--- config.mk ---
export PLATFORM = sky130hd
export DESIGN_NAME = word_display_ctrl
export DESIGN_NICKNAME = d
export VERILOG_FILES = /design/src/rtl/word_display_ctrl.sv
export SDC_FILE = /design/constraint.sdc
export NUM_CORES = 1
export LEC_CHECK = 0
export ABC_AREA = 1
export CAP_MARGIN = 0
export CORE_MARGIN = 1.5
export CORE_UTILIZATION = 30
export CTS_CLUSTER_SIZE = 8
export DETAILED_ROUTE_END_ITERATION = 10
export HOLD_SLACK_MARGIN = 0.06
export SLEW_MARGIN = 20
export SYNTH_ARGS = -nofsm -noshare
export SYNTH_HDL_FRONTEND = slang
export SYNTH_SLANG_ARGS = --single-unit
--- constraint.sdc ---
create_clock -name clk -period 3.45 [get_ports clk]
set_input_delay 0.69 -clock clk [delete_from_list [all_inputs] [get_ports clk]]
set_output_delay 0.69 -clock clk [all_outputs]
set_load 0.02 [all_outputs]
--- src/rtl/word_display_ctrl.sv ---
// word_display_ctrl: status-word FSM and 4-digit 7-segment refresh multiplexer.
// Define WORD_RECOVER_EN to let LOSE return to PLAY when eq drops.
module word_display_ctrl #(
    parameter int REFRESH_BITS = 17
) (
    input  logic       clk,
    input  logic       rst_n,
    input  logic       eq,
    input  logic       force_win,
    output logic [6:0] seg,
    output logic [3:0] an,
    output logic [1:0] word_sel
);
    typedef enum logic [1:0] {
        PLAY  = 2'b00,
        LOSE  = 2'b01,
        ILL_2 = 2'b10,
        ILL_3 = 2'b11
    } state_t;

    // Active-high segment sets, bit0=a ... bit6=g
    localparam logic [6:0] CH_P    = 7'b1110011;
    localparam logic [6:0] CH_L    = 7'b0111000;
    localparam logic [6:0] CH_A    = 7'b1110111;
    localparam logic [6:0] CH_Y    = 7'b1101110;
    localparam logic [6:0] CH_O    = 7'b0111111;
    localparam logic [6:0] CH_S    = 7'b1101101;
    localparam logic [6:0] CH_E    = 7'b1111001;
    localparam logic [6:0] CH_G    = 7'b0111101;
    localparam logic [6:0] CH_D    = 7'b1011110;
    localparam logic [6:0] CH_DASH = 7'b1000000;

    state_t                  state;
    logic [REFRESH_BITS-1:0] count;
    logic [1:0]              k;
    logic [6:0]              lit;

    always_ff @(posedge clk) begin
        if (!rst_n) begin
            state <= PLAY;
            count <= '0;
        end else begin
            count <= count + {{(REFRESH_BITS-1){1'b0}}, 1'b1};
            case (state)
                PLAY:    state <= eq ? LOSE : PLAY;
`ifdef WORD_RECOVER_EN
                LOSE:    state <= eq ? LOSE : PLAY;
`else
                LOSE:    state <= LOSE;
`endif
                default: state <= PLAY;
            endcase
        end
    end

    assign k        = count[REFRESH_BITS-1 -: 2];
    assign word_sel = force_win ? 2'b10 : state;
    assign an       = ~(4'b0001 << k);
    assign seg      = ~lit;

    // k=3 is the leftmost character of the word
    always_comb begin
        lit = CH_DASH;
        case ({word_sel, k})
            4'b00_11: lit = CH_P;
            4'b00_10: lit = CH_L;
            4'b00_01: lit = CH_A;
            4'b00_00: lit = CH_Y;
            4'b01_11: lit = CH_L;
            4'b01_10: lit = CH_O;
            4'b01_01: lit = CH_S;
            4'b01_00: lit = CH_E;
            4'b10_11: lit = CH_G;
            4'b10_10: lit = CH_O;
            4'b10_01: lit = CH_O;
            4'b10_00: lit = CH_D;
            default:  lit = CH_DASH;
        endcase
    end
endmodule

# Word-level counts from Yosys, hierarchy flattened

Memories as Yosys holds them, arrays and structs flattened.
Index checks and enable logic that the tools add are counted.

ROM bits: 112
Bits of input ports: 4
Bits in registers: 19
RAM bits: 0
Word-level logic and storage cells: 12
Output and inout port bits: 13
Memories kept: 1
Latch bits: 0

Memory list:

| memory           | depth | bits a word | rd ports | clocked after Yosys merged registers in | wr ports | RTL line | source |
|---|---|---|---|---|---|---|---|
| (name not given) | 16    | 7           | 1        | 0                                       | 0        | 64       | `case ({word_sel, k})` |

Divide/modulo/power cells: 0
Reduce and logical (&&, ||, !) cells: 1
Add/sub/neg operators: 1
Order comparisons: 0
Shift operators: 1
$mul: 0
Mux-type cells: 3
Equality and inequality tests: 1
Bitwise logic cells: 2

Operators with widths:

| operator                | number |
|---|---|
| $add A17 B1 Y17 const B | 1 |
| $not A7 Y7              | 1 |
| $not A4 Y4              | 1 |
| $shl A1 B2 Y4 const A   | 1 |
| $eq A2 B1 Y1 const B    | 1 |
| $logic_not A2 Y1        | 1 |
| $mux W2                 | 1 |
| $pmux W1 S2             | 1 |
| $mux W1                 | 1 |

# Depth between registers and ports, before layout

Gate-level depths: netlist (run 1).
An unclocked memory read counts as a cell.

Depth after elaboration: 3
Mapped depth: 7
Gate-level depth less buffers: 7

# Worst setup path before layout (run 1)

No wires, ideal clock.

Path kind: input-to-output
Start point: input port force_win
End point: output port seg[0]
Stages: 4
Path buffers: 0
Data required time: 2.760 ns
Setup slack: 1.112 ns
Arrival: 1.648 ns
Path through: nor2_2 > nor2_1 > nor2_1 > o21bai_1

Longest elaborated chain between the ends: 3

RTL lines:

| what               | RTL line | source |
|---|---|---|
| start: declaration | 9        | `input logic force_win,` |
| $mux W2            | 57       | `assign word_sel = force_win ? 2'b10 : state;` |
| $mem_v2 Z16 W7     | --       |  |
| $not A7 Y7         | 59       | `assign seg = ~lit;` |
| end: declaration   | 10       | `output logic [6:0] seg,` |

No other way between the ends.

# Final worst setup path (run 1)

Ends and elaborated chain as after synthesis.

==> results of run 1 <==
==> power groups by stage <==
stage               combinational [W]  sequential, W  clock (W)
global placement            0.0000375       0.000220          0
detailed placement          0.0000375       0.000220          0
global route                0.0000417       0.000216   0.000112
floorplan                   0.0000228       0.000219          0
finish                      0.0000372       0.000215   0.000101
CTS                         0.0000377       0.000215   0.000106
==> cells in the final DEF (no fill, tap or decap), drive strengths merged, types with 2 or more instances in the layout <==
cell type	n
nor2	39
nand2	37
inv	27
dfxtp	18
clkdlybuf4s50	16
ha	9
nand3	8
o21ai	5
a21oi	4
o21bai	4
clkbuf	3
a211oi	2
xor2	2
==> synthesized netlist by cell type <==
cell and instances:
nor2_1 35, nor3_1 1, a211oi_1 2, o21a_1 1, nand4_1 1, inv_1 25
a31oi_1 1, o211ai_1 1, a21oi_1 4, nand2_2 2, dfxtp_1 18, o21bai_1 3
nand2_1 35, ha_1 9, o21ai_2 1, nor2_2 4, buf_4 2, o221ai_1 1
o21ai_0 4, inv_2 2, xor2_1 2, o21bai_2 1, nand3_1 8
==> stage by stage <==
step	hold slack (ns)	utilization, %	cells	area, um2
4_1_cts	0.479	38.4	226	1310
5_1_grt	0.498	38.4	226	1310
3_3_place_gp	0.449	37.7	223	1290
2_1_floorplan	0.430	-	163	1090
3_5_place_dp	0.457	37.7	223	1290
6_report	0.473	38.4	226	1310
==> final cells by class <==
cell class | count | area (um2)
flip-flops and latches | 18 | 360
well taps | 46 | 57.6
clock buffers | 3 | 22.5
inverters | 27 | 101
fillers | 377 | 2100
multi-input cells | 116 | 609
repair buffers | 16 | 160
==> worst paths after layout <==
path | start | endpoint | slack (ns)
max | force_win | seg[0] | 0.38
max reg2reg | count[0] | count[12] | 2.17
min | count[0] | count[0] | 0.47
min reg2reg | count[0] | count[0] | 0.47
==> state kept, by name, summed over array words and instances (netlist names) <==
register / cells
state: 1
count: 17
==> per-layer routing <==
layer / global-route usage [%] / wire length, um
met1: 15.0 / 1050
met2: 18.2 / 903
met3: 1.07 / 68
met4: 4.17 / 24
met5: 0 / 0
==> logic make-up after synthesis <==
logic type               after synthesis  synth area share (%)
buffers and inverters                 29                  10.7
AND/OR/NAND/NOR                       86                  32.4
XOR/XNOR                               2                  1.61
AO/OA/AOI/OAI                         19                  11.8
flip-flops                            18                  33.2
adder cells (fa/ha/maj)                9                  10.4
==> results by group, run 1 <==
Worst setup path
  – Critical-path cell list: clkdlybuf4s50_1 -> nor2_2 -> inv_2 -> nand2_1 -> o21ai_0 -> o21bai_1 -> clkdlybuf4s50_1
  – CP Capture Type: primary output
  – Worst reg2reg path depth: 6
  – Crit path largest cell delay: 0.61 ns
  – WP data required: 2.76 ns
  – Worst setup SP type: input port
  – Largest delay share family, worst path: buffers and inverters
  – Worst Path Max Fanout: 7
  – WS Path Type: in -> out
  – Slowest stage cell, crit path: clkdlybuf4s50_1
  – CP bufs+invs: 3
  – Critical path depth in cells: 7
  – Data arrival time of the worst path: 2.38 ns
  – CP most frequent cell: clkdlybuf4s50_1

Global routing
  – First-pass GRT wire length: 3630 um
  – Gr usage total: 11.1%
  – Global route total overflow: 0
  – Initial antenna violation count: 0
  – Pin count of the biggest net entering global routing: 12
  – Vias in the first global route: 855

Floorplanning
  – Die area: 3990 um2
  – Effective utilization at floorplan: 31.8%
  – Io pins: 17
  – Die width: 63.2 um
  – Core footprint: 3420 um2
  – Rows: 21
  – Vert. Die Dim: 63.2 um

Clock network
  – Maximum clock insertion buffer count: 2
  – CTS root buf: clkbuf_4
  – Post-CTS Hold Fix Bufs: 0
  – H-tree depth: 1
  – Clk slew on worst S/H paths: 0.09 ns
  – Post-CTS Resized: 0
  – Clock sink total: 18
  – Cts bufs inserted: 3
  – Clk_lat worst skew: 0.29 ns
  – TritonCTS clock tree: done
  – Post-CTS Setup Bufs: 0

Power and ir drop
  – Sw power: 0.0000843 W
  – Seq pwr share: 60.9%
  – Power Total: 0.000353 W
  – Net Sw Frac: 23.9%
  – Logic pwr share: 10.5%
  – Peak supply drop: 0.144 mV
  – PD cells: 269 nW/um2
  – Clock Power Share: 28.5%
  – Pint: 0.000269 W
  – P_leak: 0.572 nW

Placed design
  – Dpl ws: 0.377 ns
  – Final Wtd Congestion: 0.846
  – Port Buffer Count: 16
  – Post-DP HPWL: 1570 um

Final layout
  – Ant diodes: 0
  – Final #Nets: 195
  – Area Growth Syn to Fin: 20.7%
  – Share of layout cells above drive strength 1: 7.22%

Routing
  – Pre-antenna DRT Iters: 4
  – WL/cell: 9.05 um
  – Antenna Nets Post-Route: 0
  – Via density: 4.29
  – Final WL: 2050 um
  – Remaining DRCs: 0
  – Vias: 970
  – 1st-iter DRT viols: 58

Synthesis
  – Synthesized area: 1090 um2
  – FF+latch count, synth: 18
  – Share of the synthesized area in the top cell type: 33.2%
  – Seq/Total Area, Yosys: 33.2%
  – Area contributors post-synth: dfxtp_1 (33%), nand2_1 (12%), nor2_1 (12%)
  – Syn avg cell area: 6.66 um2
  – Largest area contributor in the netlist: dfxtp_1
  – YS warnings: 0
  – Post-synthesis cell type count: 23
  – Mapped Nets: 176
  – Synth Instances: 163

STA
  – Total Neg Setup Slack: 0 ns
  – Hold violation count in the final report: 0
  – Setup repair after global routing missed its margin: no
  – Least-Margin Pin Slew: 0.422 ns
  – Final Max Tran Viols: 0
  – Tcrit/Tclk final: 89.0%
  – Slew HR: 71.8%
  – Final Setup Violations: 0
  – Min Tclk post-route: 3.07 ns
  – Max Fclk: 326 MHz
  – Clk_skew: 0.00323 ns
  – Setup ws final: 0.379 ns

Status
  – Status: completed

Min path
  – Worst hold path type: reg -> reg
  – Hold path depth: 1

Job
  – # Max-Cap Violations: 0
Power figures use the tool's default switching activity.
==> run 2: changes to the inputs <==
- CORE_MARGIN: 1.5 -> not set
- clock period: 3.45 -> 2.8 ns (I/O delays scaled with it)
==> results by group, run 2 (synthesis results as in run 1) <==
STA
  – Hold violation count in the final report: 0 (unchanged)
  – Final Max Tran Viols: 0 (unchanged)
  – Setup repair after global routing missed its margin: no
  – Slew HR: 72.2% (+0.42 points)
  – Clk_skew: 0.0109 ns (+0.00771 ns)
  – Least-Margin Pin Slew: 0.416 ns (-0.00626 ns)
  – Final Setup Violations: 0 (unchanged)
  – Total Neg Setup Slack: 0 ns (unchanged)
  – Min Tclk post-route: 2.65 ns
  – Max Fclk: 378 MHz
  – Tcrit/Tclk final: 94.6%

Routing
  – Pre-antenna DRT Iters: 4 (unchanged)
  – Antenna Nets Post-Route: 0 (unchanged)
  – Detail Route met3 WL: 73 um (+7.4%)
  – Via density: 4.29 (about the same)
  – 1st-iter DRT viols: 23 (-60%)
  – WL/cell: 9.05 um (about the same)
  – DRT met1 WL: 1050 um (about the same)
  – DR top layer: met4
  – Vias: 982 (+1.2%)
  – Remaining DRCs: 0 (unchanged)
  – Met2 wire len: 920 um (+1.9%)
  – Final WL: 2070 um (+1.4%)

Power and ir drop
  – PD cells: 331 nW/um2 (+23%)
  – P_leak: 0.594 nW (+3.8%)
  – Peak supply drop: 0.178 mV (+24%)

Global routing
  – Global route total overflow: 0 (unchanged)
  – Vias in the first global route: 921 (+7.7%)
  – Gr usage total: 12.1% (+1.0 points)
  – Pin count of the biggest net entering global routing: 12 (unchanged)
  – Initial antenna violation count: 0 (unchanged)
  – First-pass GRT wire length: 3860 um (+6.3%)

Min path
  – Hold_sp: count[0]
  – Hold EP: count[0]
  – Worst hold path type: reg -> reg
  – Hold path depth: 1 (unchanged)

Worst setup path
  – Worst Path Max Fanout: 5 (-2)
  – R2r startpoint: count[0]
  – Data arrival time of the worst path: 2.09 ns (-0.29 ns)
  – Worst reg2reg path depth: 6 (unchanged)
  – CP Capture Type: primary output
  – Worst reg-to-reg setup slack: 1.55 ns (-0.62 ns)
  – Worst setup SP type: input port
  – Critical register-to-register path endpoint: count[12]
  – WP data required: 2.24 ns (-0.52 ns)
  – WS Path Type: in -> out

Final layout
  – Share of layout cells above drive strength 1: 8.74% (+1.5 points)
  – Top Registers: count: 17 flops, state: 1 flops
  – Max reg flops: 17 (unchanged)
  – Ant diodes: 0 (unchanged)
  – Most flops, register: count
  – Final core occ: 39.4% (+1.0 points)
  – Post-route cell area: 1340 um2 (+1.9%)
  – Non-Filler Instances: 229 (+1.3%)
  – Final #Nets: 198 (+1.5%)
  – Fill cells: 360 (-4.5%)
  – Area Growth Syn to Fin: 23.0%
  – Most frequent cells in the layout: nor2_1 (35), nand2_1 (35), inv_1 (25), dfxtp_1 (18), clkdlybuf4s50_1 (15)

Job
  – # Max-Cap Violations: 0 (unchanged)

Clock network
  – Post-CTS Hold Fix Bufs: 0 (unchanged)
  – Maximum clock insertion buffer count: 2 (unchanged)
  – H-tree depth: 1 (unchanged)
  – Cts bufs inserted: 3 (unchanged)
  – Clk slew on worst S/H paths: 0.09 ns (about the same)
  – Clock sink total: 18 (unchanged)
  – Clk_lat worst skew: 0.30 ns (about the same)
  – CTS root buf: clkbuf_4
  – TritonCTS clock tree: done

Floorplanning
  – Core footprint: 3390 um2 (-0.77%)
  – Die width: 62.2 um (-1.6%)
  – Rows: 21 (unchanged)
  – Vert. Die Dim: 62.2 um (-1.6%)
  – Io pins: 17 (unchanged)
  – Die area: 3860 um2 (-3.1%)
  – Effective utilization at floorplan: 32.0% (+0.25 points)

Placed design
  – DP Area: 1310 um2 (+1.7%)
  – Final Wtd Congestion: 0.784 (-7.3%)
  – Port Buffer Count: 16 (unchanged)
  – Inst Count DP: 226 (+1.3%)
  – Post-DP HPWL: 1590 um (+1.7%)

Status
  – Status: completed
[run 2: through the flow]
step	setup WS, ns	hold slack (ns)	total power, W
floorplan	0.722	0.430	0.000298
global placement	0.0672	0.448	0.000318
detailed placement	0.0569	0.454	0.000319
CTS	0.0549	0.478	0.000445
global route	0.0396	0.519	0.000461
finish	0.151	0.468	0.000442
[run 2: layout make-up]
| type | count | area, um2 | area share [%] |
|---|---|---|---|
| clock buffer | 3 | 22.5 | 1.69 |
| inverter | 27 | 101 | 7.58 |
| multi-input combinational | 116 | 609 | 45.6 |
| sequential | 18 | 360 | 27.0 |
| tap | 46 | 57.6 | 4.31 |
| timing repair buffer | 19 | 185 | 13.9 |
[run 2: power by group]
group,internal [W],leakage [nW],switching (W)
clock network,0.0000501,0.0138,0.0000804
logic,0.0000212,0.434,0.0000256
registers,0.000261,0.146,0.00000431
[run 2: critical path, stage by stage]
cell and delay (ns):
clkdlybuf4s50_1 0.48, nor2_2 0.19, inv_2 0.06, o211ai_1 0.17
clkdlybuf4s50_1 0.63
[run 2: how the worst max path moves through the flow]
stage          startpoint     end  slack [ns]
6_report        force_win  seg[1]        0.15
4_1_cts         force_win  seg[0]        0.05
2_1_floorplan   force_win  seg[0]        0.72
3_5_place_dp    force_win  seg[0]        0.06
5_1_grt         force_win  seg[1]        0.04
3_3_place_gp    force_win  seg[0]        0.07
[run 2: layer usage]
layer | vias up | global-route usage, %
li1 | 546 | -
met1 | 410 | 14.9
met2 | 21 | 20.9
met3 | 5 | 2.76
met4 | 0 | 3.49
met5 | - | 0
[run 2: what timing repair did]
| item | 4_1_cts | 5_1_grt |
|---|---|---|
| resized for setup | 0 | 1 |
| buffers inserted | 0 | 0 |
| setup endpoints to repair | 0 | 1 |
